--- config.mk ---
export PLATFORM = sky130hd
export DESIGN_NAME = reset_sequencer
export DESIGN_NICKNAME = d
export VERILOG_FILES = /design/src/rtl/reset_sequencer.sv
export SDC_FILE = /design/constraint.sdc
export NUM_CORES = 1
export LEC_CHECK = 0
export ABC_AREA = 1
export CORE_MARGIN = 2
export CORE_UTILIZATION = 40
export CTS_CLUSTER_SIZE = 25
export DETAILED_ROUTE_END_ITERATION = 8
export PLACE_DENSITY = 0.58
export SLEW_MARGIN = 10
export SYNTH_ARGS = -nofsm -noshare
export SYNTH_HDL_FRONTEND = slang
export SYNTH_SLANG_ARGS = --single-unit
--- constraint.sdc ---
create_clock -name clk -period 1.85 [get_ports clk]
set_clock_uncertainty 0.15 [all_clocks]
set_input_delay 0.37 -clock clk [delete_from_list [all_inputs] [get_ports clk]]
set_output_delay 0.37 -clock clk [all_outputs]
set_load 0.01 [all_outputs]
--- src/rtl/reset_sequencer.sv ---
// Multi-channel reset sequencer: asserts all channel resets at once, releases them in order, channel 0 first.
// Optional RESET_SEQ_CAUSE_EN adds a last_cause register (01 power-on, 10 external, 11 soft).
module reset_sequencer #(
    parameter int CHANNELS      = 4,
    parameter int BITS          = 8,
    parameter int STAGGER_BITS  = 4,
    parameter int DEBOUNCE_BITS = 4
) (
    input  logic                clk,
    input  logic                rst,
    input  logic                external_reset,
    input  logic                soft_reset,
    output logic [CHANNELS-1:0] rst_out,
    output logic                ready,
    output logic [1:0]          last_cause
);

    // state   | meaning
    // HOLD    | filtered external reset asserted, all channels held
    // POR     | power-on hold count before channel 0 release
    // STAGGER | gap count between successive channel releases
    // RUN     | all channels released, ready
    typedef enum logic [1:0] {HOLD, POR, STAGGER, RUN} state_t;

    localparam int CNT_W = (BITS > STAGGER_BITS) ? BITS : STAGGER_BITS;
    localparam logic [CNT_W-1:0] POR_TC = CNT_W'((1 << BITS) - 1);
    localparam logic [CNT_W-1:0] STG_TC = CNT_W'((1 << STAGGER_BITS) - 1);

    state_t                state_q, state_d;
    logic [CNT_W-1:0]      cnt_q, cnt_d;
    logic [CHANNELS-1:0]   rst_out_q, rst_out_d;
    logic                  ready_q, ready_d;

    logic                      ext_meta, ext_sync, ext_filt;
    logic [DEBOUNCE_BITS-1:0]  deb_cnt;
    logic                      ext_req;

    // Button is active-low; the filtered level idles high (no request).
    always_ff @(posedge clk or posedge rst) begin
        if (rst) begin
            ext_meta <= 1'b1;
            ext_sync <= 1'b1;
            ext_filt <= 1'b1;
            deb_cnt  <= '0;
        end else begin
            ext_meta <= external_reset;
            ext_sync <= ext_meta;
            if (ext_sync != ext_filt) begin
                if (deb_cnt == '1) begin
                    ext_filt <= ext_sync;
                    deb_cnt  <= '0;
                end else begin
                    deb_cnt <= deb_cnt + 1'b1;
                end
            end else begin
                deb_cnt <= '0;
            end
        end
    end

    assign ext_req = ~ext_filt;

    always_ff @(posedge clk or posedge rst) begin
        if (rst) begin
            state_q   <= POR;
            cnt_q     <= '0;
            rst_out_q <= '1;
            ready_q   <= 1'b0;
        end else begin
            state_q   <= state_d;
            cnt_q     <= cnt_d;
            rst_out_q <= rst_out_d;
            ready_q   <= ready_d;
        end
    end

    // Releases shift the thermometer down one channel; an empty vector means all released.
    always_comb begin
        state_d   = state_q;
        cnt_d     = cnt_q;
        rst_out_d = rst_out_q;
        ready_d   = ready_q;
        if (ext_req) begin
            state_d   = HOLD;
            cnt_d     = '0;
            rst_out_d = '1;
            ready_d   = 1'b0;
        end else begin
            case (state_q)
                HOLD: begin
                    state_d   = POR;
                    cnt_d     = '0;
                    rst_out_d = '1;
                    ready_d   = 1'b0;
                end
                POR, STAGGER: begin
                    if (cnt_q == ((state_q == POR) ? POR_TC : STG_TC)) begin
                        cnt_d     = '0;
                        rst_out_d = rst_out_q << 1;
                        if (rst_out_d == '0) begin
                            state_d = RUN;
                            ready_d = 1'b1;
                        end else begin
                            state_d = STAGGER;
                        end
                    end else begin
                        cnt_d = cnt_q + 1'b1;
                    end
                end
                RUN: begin
                    if (soft_reset) begin
                        state_d   = POR;
                        cnt_d     = '0;
                        rst_out_d = '1;
                        ready_d   = 1'b0;
                    end
                end
                default: begin
                    state_d   = POR;
                    cnt_d     = '0;
                    rst_out_d = '1;
                    ready_d   = 1'b0;
                end
            endcase
        end
    end

    assign rst_out = rst_out_q;
    assign ready   = ready_q;

`ifdef RESET_SEQ_CAUSE_EN
    logic [1:0] cause_q;

    // Leaving HOLD into POR keeps the external cause.
    always_ff @(posedge clk or posedge rst) begin
        if (rst) begin
            cause_q <= 2'b01;
        end else if (state_d == HOLD && state_q != HOLD) begin
            cause_q <= 2'b10;
        end else if (state_q == RUN && state_d == POR) begin
            cause_q <= 2'b11;
        end
    end

    assign last_cause = cause_q;
`else
    assign last_cause = 2'b00;
`endif

endmodule
Yosys cells after proc, flatten, opt, wreduce, memory -nomap -nowiden
Cells that the tools add are included.
Cells by class
  multiplexer cells: 21
  add/subtract/negate cells: 2
  equality and inequality tests: 9
  reductions and logical operators: 6
Operators by type and width (number)
  8-bit two-way mux: 4
  8-bit one-hot mux with 3 select lines: 1
  4-bit two-way mux: 5
  4-bit one-hot mux with 3 select lines: 1
  3-bit != test (second input constant): 3
  8-bit by 1-bit adder with 8-bit output (second input constant): 1
  8-bit == test: 1
  2-bit two-way mux: 3
  2-bit one-hot mux with 3 select lines: 1
  1-bit two-way mux: 5
  4-bit by 1-bit adder with 4-bit output (second input constant): 1
  2-bit == test (second input constant): 2
  4-bit == test (second input constant): 1
  4-bit zero test: 1
  2-bit AND reduction: 2
  1-bit one-hot mux with 3 select lines: 1
  3-bit AND reduction: 1
  2-bit by 1-bit == test with 1-bit output (second input constant): 1
  2-bit zero test: 1
  2-bit OR reduction: 1
  1-bit != test: 1
Word-level totals
  register bits: 22
  word-level logic and storage cells: 46
  input bits: 4
  output and inout bits: 7

Depth between registers and ports, before layout
  depth in word-level cells: 6
  depth in mapped cells: 12
  gate-level depth less buffers: 11

Worst setup path before layout
No wires, ideal clock.
  kind: register to register
  start point: register state_q[0]
  end point: register cnt_q[7]
  period minus slack after synthesis: 1.614 ns
  buffers on the path: 1
  path slack: 0.236 ns
  setup time: 0.071 ns
  cell stages (with the launch flop): 10
  data arrival time: 1.392 ns
  path through: dfstp_2 ha_1 inv_1 nand2_4 clkinv_4 nand2_4 nand2_4 buf_6 nand2_1 nor2_1
On the way
  longest elaborated chain between the ends: 6
Ends and longest elaborated chain
  start: declaration: line 29  | state_t state_q, state_d;
  start signal: assignment: line 70  | state_q <= state_d;
  2-bit by 1-bit == test with 1-bit output: line 89, 97
  8-bit two-way mux: line 97  | if (cnt_q == ((state_q == POR) ? POR_TC : STG_TC)) begin
  8-bit == test: line 97
  8-bit two-way mux: line 97
  8-bit one-hot mux with 3 select lines: line 89  | case (state_q)
  8-bit two-way mux: line 83  | if (ext_req) begin
  end signal: assignment: line 71  | cnt_q <= cnt_d;
  end: declaration: line 30  | logic [CNT_W-1:0] cnt_q, cnt_d;
Parallel ways exist; a longest one is shown, timed or not.
A chain may end at the register's enable or synchronous reset.

Worst setup path after layout
  start point: register ready_q (netlist: ready)
  end point: output ready
RTL lines
  start: declaration: line 32  | logic ready_q, ready_d;
  start signal: assignment: line 73  | ready_q <= ready_d;
  end: declaration: line 14  | output logic ready,
No word-level cell between the ends.

==> summary.txt <==
Die
  – Height of the die: 57.5 um
  – Total Die Area: 3310 sq um
  – Std-Cell Core Area: 2730 sq um
  – Io pins: 11
  – Starting density of the core: 41.9%
  – Die width: 57.5 um
  – Rows: 19

Synthesis
  – Post-Syn Area per Cell: 9.16 sq um
  – Cell with the most instances after synthesis: nand2_1
  – List of most frequent post-synthesis cells: nand2_1, nor2_1, dfrtp_1
  – Post-synthesis cell area: 1140 sq um
  – FFs w/ async S/R, synth: 100%
  – Most used flip-flop cell after synthesis: dfrtp_1
  – Synth top area share: 30.6%
  – Number of flops mapped to enable cells by yosys: 0
  – Area leader, netlist: dfrtp_1
  – Post-synthesis instance total: 125
  – Ranking of synthesized cells by area: dfrtp_1, dfstp_2, nand2_1, nor2_1, ha_1
  – Yosys reg bits: 22
  – Share of the yosys chip area belonging to registers: 49.0%
  – Yosys warns: 0
  – Post-synthesis cell type count: 26

Worst setup path
  – Setup Crit Path Kind: reg -> out
  – Arrival time at the worst endpoint: 1.20 ns
  – Type of destination of the critical path: output pin
  – Critical Path Fanout Max: 2
  – Cells traversed along the worst timing path: clkdlybuf4s50_1
  – Worst-path cell with the longest stage delay: clkdlybuf4s50_1
  – Delay of the slowest cell on the worst path: 0.54 ns
  – Critical path's top delay family: buffers and inverters
  – Sum of buffers and inverters on the critical path: 1
  – Required arrival time at the worst endpoint: 1.33 ns
  – Kind of launch point of the worst setup path: flip-flop

Finish
  – Post-synthesis to final-layout area growth: 11.8%
  – Sequential cell area: 561 sq um
  – Number of inserted diodes: 0
  – Net total in the final layout: 146
  – Number of filler cells placed in the layout: 272
  – Area of combinational cells with multiple inputs: 507 sq um
  – Design area: 1280 sq um
  – Utilization of the core after routing: 46.8%
  – Share of final-layout standard cells stronger than drive strength 1: 21.2%

Run
  – Max-capacitance violation count: 0

Pwr
  – Switching part of the total: 21.3%
  – Clock network fraction of total power: 29.7%
  – Register share of total power: 66.4%
  – Static Leakage: 0.604 nW
  – Net load switching power: 0.000159 W
  – Cell area power density: 583 nW/um^2
  – Overall power: 0.000746 W
  – Proportion of power drawn by combinational gates: 3.8%
  – Internal power summed over all cells: 0.000587 W
  – Worst IR Drop VDD: 0.378 mV

Global route
  – First-pass GRT wire length: 3630 um
  – Via count of the first global-routing pass: 805
  – Overall overflow remaining after global route: 0
  – Number of antenna violations at the first check in global routing: 0
  – Overall Global Routing Usage: 14.5%
  – Largest net degree at the start of global routing: 23

Timing
  – Max-slew violation count: 0
  – Setup tns final: 0 ns
  – Number of endpoints failing setup at the final stage: 0
  – Unrepaired setup endpoints after global routing: false
  – Count of final hold-check violations: 0
  – Minimum clock period: 1.72 ns
  – Hold slack final: 0.216 ns
  – Maximum frequency from static timing analysis: 0.580 GHz
  – Fin crit share: 93.2%

Detailed routing
  – Vias per inst: 4.90
  – First-pass iteration count of the detailed router: 4
  – Final wirelength: 2020 um
  – Total vias in the final route: 824
  – Mean routed wirelength per cell: 12.0 um
  – Post-route ant nets: 0
  – Number of violations reported at the end of detailed-routing iteration 0: 23
  – # DRC: 0

Worst hold path
  – Min-Delay Path Class: reg -> reg

Placed design
  – Half-perimeter wire length after placement: 1470 um
  – Final RePlAce weighted congestion: 0.810
  – Buffers added on ports: 8
  – Cell area reported after detailed placement: 1260 sq um

Clock network
  – Number of setup buffers added after CTS: 0
  – H-tree level count: 1
  – Clock tree buffer depth: 2
  – Total clock buffers created by CTS: 3
  – Clock insertion delay at the later pin of the skew report: 0.30 ns
  – Cell at the root of the clock tree: clkbuf_4
  – TritonCTS clock tree: built
  – Clock sink count: 22
  – Clock-pin slew on the worst setup and hold paths: 0.12 ns

Outcome
  – Status: completed
-- worst paths after layout --
kind / startpoint / cells past startpoint / to / slack, ns
max: ready$_DFFE_PP0P_ / 1 / ready / 0.13
min: ext_meta$_DFF_PP1_ / 0 / ext_sync$_DFF_PP1_ / 0.22
max reg2reg: state_q[0]$_DFFE_PP1P_ / 8 / cnt_q[7]$_DFFE_PP0P_ / 0.15
min reg2reg: ext_meta$_DFF_PP1_ / 0 / ext_sync$_DFF_PP1_ / 0.22
max in group asynchronous: rst / 3 / state_q[0]$_DFFE_PP1P_ / 1.03
min in group asynchronous: rst / 3 / cnt_q[4]$_DFFE_PP0P_ / 0.23
-- final cells by class --
class / count / share of cell area (%)
multi-input cells: 88 / 39.6
well taps: 31 / 3.03
inverters: 12 / 3.91
clock buffers: 4 / 2.05
flip-flops and latches: 22 / 43.8
repair buffers: 11 / 7.62
-- flip-flops by register name, summed over array words and instances (netlist names) --
signal / flops
deb_cnt: 4
ext_meta: 1
cnt_q: 8
ext_sync: 1
rst_out: 4
state_q: 2
ext_filt: 1
ready: 1
-- placed cells by master, fill, tap and decap left out, types with 2 or more instances in the layout --
| cell | Yosys | routed |
|---|---|---|
| a21oi_1 | 7 | 7 |
| buf_4 | 2 | 3 |
| clkbuf_4 | 0 | 3 |
| clkdlybuf4s50_1 | 0 | 4 |
| conb_1 | 1 | 2 |
| dfrtp_1 | 14 | 14 |
| dfstp_2 | 8 | 8 |
| dlygate4sd2_1 | 0 | 4 |
| ha_1 | 4 | 4 |
| inv_1 | 11 | 11 |
| nand2_1 | 25 | 25 |
| nand2_2 | 2 | 2 |
| nand2_4 | 3 | 3 |
| nand3_1 | 8 | 8 |
| nand4_1 | 2 | 2 |
| nor2_1 | 16 | 16 |
| o21ai_0 | 3 | 3 |
| o21ai_2 | 5 | 5 |
| xor2_1 | 4 | 4 |
-- through the flow --
| stage | instances | setup WS, ns |
|---|---|---|
| 6_report | 168 | 0.127 |
| 5_1_grt | 168 | 0.0172 |
| 4_1_cts | 168 | 0.0958 |
| 3_5_place_dp | 164 | 0.122 |
| 3_3_place_gp | 164 | 0.146 |
| 2_1_floorplan | 126 | 0.236 |
-- cells by family (layout without fill, tap and decap cells) --
logic type	after synthesis	in the layout	synth area share [%]
XOR/XNOR	4	4	3.06
AND/OR/NAND/NOR	60	60	25.6
other	1	2	0.328
buffers and inverters	16	27	7.10
AO/OA/AOI/OAI	17	17	9.62
flip-flops	22	22	49.0
adder cells (fa/ha/maj)	4	4	4.37
multiplexers	1	1	0.984
-- repair_timing --
action,in CTS,in global routing
resized for setup,4,0
hold buffers,0,0
endpoints found under the setup margin,4,0
-- layer usage --
layer / part of all wire, % / vias to the layer above / global-route usage [%]
li1: - / 421 / -
met1: 49 / 385 / 19.4
met2: 46 / 14 / 22.6
met3: 3.4 / 4 / 2.04
met4: 2.1 / 0 / 7.97
met5: 0 / - / 0
-- power groups by stage --
stage / logic [W] / registers, W / clock network, W
floorplan: 0.0000198 / 0.000503 / 0
global placement: 0.0000282 / 0.000504 / 0
detailed placement: 0.0000302 / 0.000504 / 0
CTS: 0.0000303 / 0.000496 / 0.000242
global route: 0.0000343 / 0.000497 / 0.000259
finish: 0.0000285 / 0.000495 / 0.000222
No activity file was read; power rests on OpenSTA's default activity.
